## config.mk

```make
export PLATFORM = sky130hd
export DESIGN_NAME = alu_share_arb_flat
export DESIGN_NICKNAME = d
export VERILOG_FILES = /design/src/rtl/alu_share_arb_if.sv /design/src/rtl/alu_share_arb.sv /design/src/flat_wrapper.sv
export SDC_FILE = /design/constraint.sdc
export NUM_CORES = 1
export LEC_CHECK = 0
export ABC_AREA = 1
export CORE_MARGIN = 1.5
export CORE_UTILIZATION = 40
export CTS_BUF_LIST = sky130_fd_sc_hd__clkbuf_2 sky130_fd_sc_hd__clkbuf_4 sky130_fd_sc_hd__clkbuf_8
export CTS_CLUSTER_DIAMETER = 40
export DETAILED_ROUTE_END_ITERATION = 10
export PLACE_DENSITY = 0.77
export SYNTH_ARGS = -nofsm -noshare
export SYNTH_HDL_FRONTEND = slang
export SYNTH_SLANG_ARGS = --single-unit
```

## constraint.sdc

```tcl
create_clock -name clk -period 1.08 [get_ports clk]
set_input_delay 0.216 -clock clk [delete_from_list [all_inputs] [get_ports clk]]
set_output_delay 0.216 -clock clk [all_outputs]
set_load 0.01 [all_outputs]
```

## src/rtl/alu_share_arb_if.sv

```systemverilog
// Purpose: bundles the two requester ports, the shared-ALU drive/return
//          signals and the response bus of alu_share_arb.
// Ports:   slave = arbiter side, master = requesters + ALU + response sink.
interface alu_share_arb_if;
  // requester 0
  logic       req0_valid;
  logic       req0_ready;
  logic [1:0] req0_op;
  logic [2:0] req0_a;
  logic [2:0] req0_b;
  // requester 1
  logic       req1_valid;
  logic       req1_ready;
  logic [1:0] req1_op;
  logic [2:0] req1_a;
  logic [2:0] req1_b;
  // shared combinational ALU
  logic [1:0] alu_op;
  logic [2:0] alu_a;
  logic [2:0] alu_b;
  logic [3:0] alu_res;
  logic       alu_zerf;
  logic       alu_negf;
  logic       alu_dzf;
  // response
  logic       rsp0_valid;
  logic       rsp1_valid;
  logic [3:0] rsp_res;
  logic [2:0] rsp_flags;
  logic       busy;

  modport slave (
    input  req0_valid, req0_op, req0_a, req0_b,
    input  req1_valid, req1_op, req1_a, req1_b,
    input  alu_res, alu_zerf, alu_negf, alu_dzf,
    output req0_ready, req1_ready,
    output alu_op, alu_a, alu_b,
    output rsp0_valid, rsp1_valid, rsp_res, rsp_flags, busy
  );

  modport master (
    output req0_valid, req0_op, req0_a, req0_b,
    output req1_valid, req1_op, req1_a, req1_b,
    output alu_res, alu_zerf, alu_negf, alu_dzf,
    input  req0_ready, req1_ready,
    input  alu_op, alu_a, alu_b,
    input  rsp0_valid, rsp1_valid, rsp_res, rsp_flags, busy
  );
endinterface

```

## src/rtl/alu_share_arb.sv

```systemverilog
// Purpose: round-robin arbiter sharing one combinational ALU between two
//          requesters; issues operands, waits ALU_LAT cycles, captures result.
// Latency: response pulse ALU_LAT+1 cycles after the accepting edge; next
//          accept no sooner than ALU_LAT+2 cycles after the previous one.
// Backpressure: ready only while IDLE; responses cannot be stalled.
// Ports:   clk, rst (async, active-high); bus (alu_share_arb_if.slave) carries
//          req0/req1 valid/ready/op/a/b, alu_op/a/b out, alu_res + flags in,
//          rsp0/rsp1_valid, rsp_res, rsp_flags {dzf,negf,zerf}, busy.
module alu_share_arb #(
  parameter int unsigned ALU_LAT = 1  // ALU settle cycles, legal 1..7
) (
  input  logic           clk,
  input  logic           rst,
  alu_share_arb_if.slave bus
);

  typedef enum logic [1:0] {
    IDLE  = 2'd0,
    ISSUE = 2'd1,
    DONE  = 2'd2
  } state_t;

  localparam logic [2:0] SETTLE_INIT = 3'(ALU_LAT - 1);

  state_t     state_q, state_d;
  logic       ptr_q, ptr_d;        // requester that wins the next contention
  logic       owner_q, owner_d;    // requester owning the operation in flight
  logic [2:0] cnt_q, cnt_d;
  logic [1:0] alu_op_q, alu_op_d;
  logic [2:0] alu_a_q, alu_a_d;
  logic [2:0] alu_b_q, alu_b_d;
  logic [3:0] rsp_res_q, rsp_res_d;
  logic [2:0] rsp_flags_q, rsp_flags_d;
  logic       rsp0_valid_q, rsp0_valid_d;
  logic       rsp1_valid_q, rsp1_valid_d;
  logic       busy_q, busy_d;

  logic       idle;
  logic       grant0;
  logic       grant1;
  logic       hs;

  // Grants are one-hot by construction: on contention only the pointer's
  // requester sees ready.
  always_comb begin
    idle   = (state_q == IDLE);
    grant0 = idle & bus.req0_valid & (~bus.req1_valid | ~ptr_q);
    grant1 = idle & bus.req1_valid & (~bus.req0_valid |  ptr_q);
    hs     = grant0 | grant1;
  end

  always_comb begin
    state_d      = state_q;
    ptr_d        = ptr_q;
    owner_d      = owner_q;
    cnt_d        = cnt_q;
    alu_op_d     = alu_op_q;
    alu_a_d      = alu_a_q;
    alu_b_d      = alu_b_q;
    rsp_res_d    = rsp_res_q;
    rsp_flags_d  = rsp_flags_q;
    rsp0_valid_d = 1'b0;
    rsp1_valid_d = 1'b0;

    case (state_q)
      IDLE: begin
        if (hs) begin
          state_d = ISSUE;
          cnt_d   = SETTLE_INIT;
          // Pointer moves to the requester that just lost (or was absent).
          ptr_d   = grant0;
          owner_d = grant1;
          if (grant1) begin
            alu_op_d = bus.req1_op;
            alu_a_d  = bus.req1_a;
            alu_b_d  = bus.req1_b;
          end else begin
            alu_op_d = bus.req0_op;
            alu_a_d  = bus.req0_a;
            alu_b_d  = bus.req0_b;
          end
        end
      end

      ISSUE: begin
        if (cnt_q == 3'd0) begin
          state_d = DONE;
          // Divide-by-zero overrides whatever the ALU drives on res/flags.
          if (bus.alu_dzf) begin
            rsp_res_d   = 4'b0000;
            rsp_flags_d = 3'b101;
          end else begin
            rsp_res_d   = bus.alu_res;
            rsp_flags_d = {bus.alu_dzf, bus.alu_negf, bus.alu_zerf};
          end
          rsp0_valid_d = ~owner_q;
          rsp1_valid_d =  owner_q;
        end else begin
          cnt_d = cnt_q - 3'd1;
        end
      end

      DONE: begin
        state_d = IDLE;
      end

      default: begin
        state_d = IDLE;
      end
    endcase

    busy_d = (state_d != IDLE);
  end

  always_ff @(posedge clk or posedge rst) begin
    if (rst) begin
      state_q      <= IDLE;
      ptr_q        <= 1'b0;
      owner_q      <= 1'b0;
      cnt_q        <= 3'd0;
      alu_op_q     <= 2'd0;
      alu_a_q      <= 3'd0;
      alu_b_q      <= 3'd0;
      rsp_res_q    <= 4'd0;
      rsp_flags_q  <= 3'd0;
      rsp0_valid_q <= 1'b0;
      rsp1_valid_q <= 1'b0;
      busy_q       <= 1'b0;
    end else begin
      state_q      <= state_d;
      ptr_q        <= ptr_d;
      owner_q      <= owner_d;
      cnt_q        <= cnt_d;
      alu_op_q     <= alu_op_d;
      alu_a_q      <= alu_a_d;
      alu_b_q      <= alu_b_d;
      rsp_res_q    <= rsp_res_d;
      rsp_flags_q  <= rsp_flags_d;
      rsp0_valid_q <= rsp0_valid_d;
      rsp1_valid_q <= rsp1_valid_d;
      busy_q       <= busy_d;
    end
  end

  assign bus.req0_ready = grant0;
  assign bus.req1_ready = grant1;
  assign bus.alu_op     = alu_op_q;
  assign bus.alu_a      = alu_a_q;
  assign bus.alu_b      = alu_b_q;
  assign bus.rsp_res    = rsp_res_q;
  assign bus.rsp_flags  = rsp_flags_q;
  assign bus.rsp0_valid = rsp0_valid_q;
  assign bus.rsp1_valid = rsp1_valid_q;
  assign bus.busy       = busy_q;

endmodule

```

## src/flat_wrapper.sv

```systemverilog
// flat-port wrapper written by rule: the top's interface ports become plain ports
module alu_share_arb_flat 
#(
  parameter int unsigned ALU_LAT = 1                                  
)
  (clk, rst, bus_req0_valid, bus_req0_op, bus_req0_a, bus_req0_b, bus_req1_valid, bus_req1_op, bus_req1_a, bus_req1_b, bus_alu_res, bus_alu_zerf, bus_alu_negf, bus_alu_dzf, bus_req0_ready, bus_req1_ready, bus_alu_op, bus_alu_a, bus_alu_b, bus_rsp0_valid, bus_rsp1_valid, bus_rsp_res, bus_rsp_flags, bus_busy);
  alu_share_arb_if bus_i ();
  input  logic clk;
  input  logic rst;
  input wire logic [$bits(bus_i.req0_valid)-1:0] bus_req0_valid;
  input wire logic [$bits(bus_i.req0_op)-1:0] bus_req0_op;
  input wire logic [$bits(bus_i.req0_a)-1:0] bus_req0_a;
  input wire logic [$bits(bus_i.req0_b)-1:0] bus_req0_b;
  input wire logic [$bits(bus_i.req1_valid)-1:0] bus_req1_valid;
  input wire logic [$bits(bus_i.req1_op)-1:0] bus_req1_op;
  input wire logic [$bits(bus_i.req1_a)-1:0] bus_req1_a;
  input wire logic [$bits(bus_i.req1_b)-1:0] bus_req1_b;
  input wire logic [$bits(bus_i.alu_res)-1:0] bus_alu_res;
  input wire logic [$bits(bus_i.alu_zerf)-1:0] bus_alu_zerf;
  input wire logic [$bits(bus_i.alu_negf)-1:0] bus_alu_negf;
  input wire logic [$bits(bus_i.alu_dzf)-1:0] bus_alu_dzf;
  output wire logic [$bits(bus_i.req0_ready)-1:0] bus_req0_ready;
  output wire logic [$bits(bus_i.req1_ready)-1:0] bus_req1_ready;
  output wire logic [$bits(bus_i.alu_op)-1:0] bus_alu_op;
  output wire logic [$bits(bus_i.alu_a)-1:0] bus_alu_a;
  output wire logic [$bits(bus_i.alu_b)-1:0] bus_alu_b;
  output wire logic [$bits(bus_i.rsp0_valid)-1:0] bus_rsp0_valid;
  output wire logic [$bits(bus_i.rsp1_valid)-1:0] bus_rsp1_valid;
  output wire logic [$bits(bus_i.rsp_res)-1:0] bus_rsp_res;
  output wire logic [$bits(bus_i.rsp_flags)-1:0] bus_rsp_flags;
  output wire logic [$bits(bus_i.busy)-1:0] bus_busy;
  assign bus_i.req0_valid = bus_req0_valid;
  assign bus_i.req0_op = bus_req0_op;
  assign bus_i.req0_a = bus_req0_a;
  assign bus_i.req0_b = bus_req0_b;
  assign bus_i.req1_valid = bus_req1_valid;
  assign bus_i.req1_op = bus_req1_op;
  assign bus_i.req1_a = bus_req1_a;
  assign bus_i.req1_b = bus_req1_b;
  assign bus_i.alu_res = bus_alu_res;
  assign bus_i.alu_zerf = bus_alu_zerf;
  assign bus_i.alu_negf = bus_alu_negf;
  assign bus_i.alu_dzf = bus_alu_dzf;
  assign bus_req0_ready = bus_i.req0_ready;
  assign bus_req1_ready = bus_i.req1_ready;
  assign bus_alu_op = bus_i.alu_op;
  assign bus_alu_a = bus_i.alu_a;
  assign bus_alu_b = bus_i.alu_b;
  assign bus_rsp0_valid = bus_i.rsp0_valid;
  assign bus_rsp1_valid = bus_i.rsp1_valid;
  assign bus_rsp_res = bus_i.rsp_res;
  assign bus_rsp_flags = bus_i.rsp_flags;
  assign bus_busy = bus_i.busy;
  alu_share_arb #(.ALU_LAT(ALU_LAT)) u_core (.clk(clk), .rst(rst), .bus(bus_i));
endmodule
```

* Word level (Yosys, flattened, before mapping)
Index checks and enable logic that the tools add are counted.
** Word-level totals
- Input bits :: 27
- Flip-flop bits (word level) :: 25
- Output and inout bits :: 20
- Word-level logic and storage cells :: 49
** Cells by class
- Muxes and demuxes :: 15
- Add/sub/neg operators :: 1
- Reductions and logical operators :: 7
- Bitwise operators :: 11
- Equality and inequality tests :: 3
** Operator list (count)
- $mux W3 :: 5
- $mux W2 :: 3
- $pmux W3 S2 :: 1
- $and A1 B1 Y1 :: 4
- $mux W1 :: 4
- $mux W4 :: 1
- $ne A2 B2 Y1 const B :: 2
- $not A1 Y1 :: 4
- $pmux W2 S2 :: 1
- $reduce_and A2 Y1 :: 2
- $reduce_bool A2 Y1 :: 2
- $logic_not A3 Y1 :: 1
- $or A1 B1 Y1 :: 3
- $reduce_and A3 Y1 :: 1
- $sub A3 B1 Y3 const B :: 1
- $eq A2 B1 Y1 const B :: 1
- $logic_not A2 Y1 :: 1

* Depth between registers and ports, before layout
- Word-level depth :: 7
- Gate-level depth with buffers :: 8

* Worst setup path before layout
No wires, ideal clock.
- Kind :: flip-flop to flip-flop
- Start :: register u_core.cnt_q[0]
- End :: register u_core.busy_q, in the netlist u_core.bus.busy
- Stages on the path, launching flop included :: 7
- Required time :: 956 ps
- Path slack :: -80 ps
- Period minus slack after synthesis :: 1160 ps
- Library setup time :: 124 ps
- Data arrival time :: 1036 ps
- Cells stage by stage :: dfrtp_1 > inv_1 > ha_1 > nand2_1 > inv_1 > o21ai_4 > or2_1
** Between the ends
- Cells in the longest elaborated chain, start to end :: 4
** RTL lines
- start: declaration :: RTL line alu_share_arb.sv:28 : logic [2:0] cnt_q, cnt_d;
- start signal: assignment :: RTL line alu_share_arb.sv:133 : cnt_q <= cnt_d;
- $logic_not A3 Y1 :: RTL line alu_share_arb.sv:86 : if (cnt_q == 3'd0) begin
- $mux W2 :: RTL line alu_share_arb.sv:86
- $pmux W2 S2 :: RTL line alu_share_arb.sv:65 : case (state_q)
- named net u_core.state_d[0] :: RTL line alu_share_arb.sv:25 : state_t state_q, state_d;
- $reduce_bool A2 Y1 :: RTL line alu_share_arb.sv:112 : busy_d = (state_d != IDLE);
- named net u_core.busy_d :: RTL line alu_share_arb.sv:36 : logic busy_q, busy_d;
- end signal: assignment :: RTL line alu_share_arb.sv:141 : busy_q <= busy_d;
- end: declaration :: RTL line alu_share_arb.sv:36
The timed path passes the listed nets, and every way through them passes these cells.
A chain may end at the register's enable or synchronous reset.

* Worst setup path in the final report
- Start :: register u_core.state_q[1]
- End :: output bus_req0_ready
** Between the ends
- Cells in the longest elaborated chain, start to end :: 3
** RTL lines
- start: declaration :: RTL line alu_share_arb.sv:25
- start signal: assignment :: RTL line alu_share_arb.sv:130 : state_q <= state_d;
- $logic_not A2 Y1 :: RTL line alu_share_arb.sv:46 : idle = (state_q == IDLE);
- $and A1 B1 Y1 (2 in a row) :: RTL line alu_share_arb.sv:47 : grant0 = idle & bus.req0_valid & (~bus.req1_valid | ~ptr_q);
- end: declaration :: RTL line flat_wrapper.sv:22 : output wire logic [$bits(bus_i.req0_ready)-1:0] bus_req0_ready;
No other way between the ends.

==> summary.txt <==
Clock tree
  – Max clock buf depth: 2
  – CTS tree: yes
  – Hold_buf cts: 0
  – Later-pin clock latency in the skew report: 310 ps
  – Total CTS buffers: 3
  – Clock sink count: 25
  – Reg clk slew, reported paths: 130 ps
  – CTS HTree Levels: 1
  – Clk root buf: clkbuf_4

Power
  – VDD IR max: 0.00142 V
  – Static Leak: 0.00106 µW
  – Pwr dens: 2550 mW/mm²

Placement
  – Number of port buffers: 46
  – Final GP Congestion: 0.789
  – Placed instance area: 0.00180 mm²
  – DP Wirelength: 2100 µm
  – Pre-CTS setup slack: -713 ps

STA
  – Final critical-path required period: 1420 ps
  – Final Hold Vio Count: 0
  – Max Freq: 704 MHz
  – Worst-margin pin slew: 318 ps
  – Final Worst Setup Slack: -340 ps
  – # setup viols final: 26
  – Hold slack: 215 ps
  – Slew Viols, Final: 0
  – Period Utilization, post-route: 131%
  – Layout Skew: 7.63 ps
  – Worst relative slew slack: 78.7%
  – Setup repair after global routing missed its margin: yes

Setup path
  – Setup CP Type: reg2out
  – Crit-path cells: nor2_4 > o211ai_1 > inv_1 > buf_2
  – Arr. time, crit path: 1200 ps
  – Setup crit start kind: flop
  – Crit-path leading delay family: flip-flops
  – Worst-path maximum fanout: 3
  – CP max-delay cell: dfrtp_1
  – Largest stage delay on the critical path: 430 ps
  – Worst path bufs/invs: 2
  – CP endpoint kind: output port
  – Worst Path Required: 860 ps

Route
  – DR vias: 1209
  – TritonRoute pass-1 iters: 8
  – DR WL/cell: 12.5 µm
  – Initial DRC count: 53
  – WL final: 3140 µm
  – # DRC: 5
  – Vias per inst: 4.80
  – Antenna viol nets, final: 0

Run status
  – Failing checks: DRC, setup timing
  – Outcome: finished with violations

Floorplanning
  – Die width: 58.1 µm
  – Boundary Pins: 47
  – Die Area: 0.00338 mm²
  – Die height: 58.1 µm
  – Core ar.: 0.00283 mm²
  – Initial Utilization: 42.9%
  – Cell Rows: 19

Logic synthesis
  – Syn Nets: 174
  – Cell variety after synth: 21
  – Synth Instances: 145
  – Sequential area share after synthesis: 51.5%
  – Synthesized area: 0.00121 mm²
  – FF+latch count, synth: 25
  – Synth warnings: 0
  – Syn Area/Cell: 8.38 µm²

Cells and area
  – Share of layout cells above drive strength 1: 34.4%
  – Layout Area Growth over Synthesis: 60.7%
  – Nets: 251
  – Most frequent cells in the layout: 38 x nand2_1, 25 x clkdlybuf4s50_1, 25 x dfrtp_1
  – Most common cell after layout, fill and taps aside: nand2_1
  – Ant. Diodes: 0
  – Filler cells: 225
  – Design area: 0.00195 mm²

Flow run
  – Max-cap violation count: 0

Global route
  – Number of antenna violations at the first check in global routing: 0
  – Overall routing resource usage: 18.8%
  – Largest net degree at the start of global routing: 26
  – Vias in the first global route: 1188
  – Total grt overflow: 0
  – First-pass GRT wire length: 4950 µm

Worst hold path
  – Min-delay worst type: in2async
==> worst register-to-register path, delay by kind of cell (launching register included) <==
family / cells / cell delay [ps]
flops: 1 / 420
simple gates: 2 / 310
buf+inv: 2 / 250
compound gates: 2 / 260
==> cell families after synthesis <==
logic type	share of synthesized area (%)
and+or+nand+nor	29.4
buffers and inverters	11.0
DFF	51.5
AOI/OAI and AO/OA	5.36
adders and majority gates	2.06
xor gates and xnor gates	0.721
==> stage by stage <==
stage          util [%]  setup TNS (ps)  instances  total power (µW)
2_1_floorplan         -           -67.8        145              2920
3_3_place_gp       63.6           -7220        231              3990
3_5_place_dp       63.6           -8410        231              4100
4_1_cts            65.1           -3820        244              4570
5_1_grt            69.0           -6890        252              5360
6_report           69.0           -4840        252              4990
==> cell usage after synthesis <==
library cell / n / area share [%]
inv_2: 1 / 0.31
nand4_1: 8 / 4.1
dfrtp_1: 25 / 51
nand2_4: 1 / 0.93
clkinv_2: 1 / 0.41
buf_6: 1 / 0.93
buf_2: 1 / 0.41
o21ai_1: 1 / 0.41
xnor2_1: 1 / 0.72
nand2_2: 1 / 0.52
or2_1: 1 / 0.52
nor2_1: 10 / 3.1
ha_1: 2 / 2.1
inv_1: 29 / 9.0
nand2_1: 44 / 14
nor2_4: 2 / 1.9
nand3_4: 1 / 1.4
o21ai_0: 4 / 1.6
nand3_1: 8 / 3.3
o21ai_4: 2 / 2.7
o211ai_1: 1 / 0.62
==> report_power, final <==
| part | leakage (µW) | internal [µW] | switching (µW) |
|---|---|---|---|
| logic | 0.000730 | 1490 | 1520 |
| registers | 0.000310 | 1340 | 211 |
| clock network | 0.0000184 | 169 | 253 |
==> final timing paths <==
path	start	to	slack [ps]	cells past startpoint
max	u_core.state_q[1]$_DFF_PP0_	bus_req0_ready	-340	4
min	rst	u_core.bus.alu_op[1]$_DFFE_PP0P_	220	3
max reg2reg	u_core.state_q[0]$_DFF_PP0_	u_core.bus.busy$_DFF_PP0_	-270	6
min reg2reg	u_core.owner_q$_DFFE_PP0P_	u_core.bus.rsp0_valid$_DFF_PP0_	430	1
max in group asynchronous	rst	u_core.bus.rsp_res[3]$_DFFE_PP0P_	720	3
min in group clk	u_core.owner_q$_DFFE_PP0P_	u_core.bus.rsp0_valid$_DFF_PP0_	430	1
==> what timing repair did <==
item,4_1_cts,5_1_grt
buffers inserted,9,7
setup endpoints to repair,43,44
pin swaps,6,7
gates resized for setup,94,12
cloned,0,1
==> layout make-up <==
cell class / count / area [µm²] / share of cell area, %
sequential: 25 / 626 / 32.1
timing repair buffer: 73 / 621 / 31.8
multi-input combinational: 87 / 503 / 25.8
inverter: 31 / 126 / 6.47
tap: 31 / 38.8 / 1.99
clock buffer: 4 / 30.0 / 1.54
timing repair inverter: 1 / 7.51 / 0.385
==> registers in the layout (all words and copies together) (netlist names) <==
signal / count
u_core.bus.rsp0_valid: 1
u_core.state_q: 2
u_core.bus.rsp_res: 4
u_core.owner_q: 1
u_core.ptr_q: 1
u_core.bus.alu_b: 3
u_core.bus.rsp1_valid: 1
u_core.cnt_q: 3
u_core.bus.busy: 1
u_core.bus.alu_op: 2
u_core.bus.alu_a: 3
u_core.bus.rsp_flags: 3
==> routing by layer <==
metal / wire length [µm] / vias up / GRT usage, % / part of all wire (%)
met5: 0 / - / 0 / 0
met2: 1560 / 62 / 33.0 / 50
met1: 1250 / 545 / 23.2 / 40
met4: 47 / 0 / 6.31 / 1.5
li1: - / 596 / - / -
met3: 287 / 6 / 3.35 / 9.1
(Power assumes the default switching activity.)
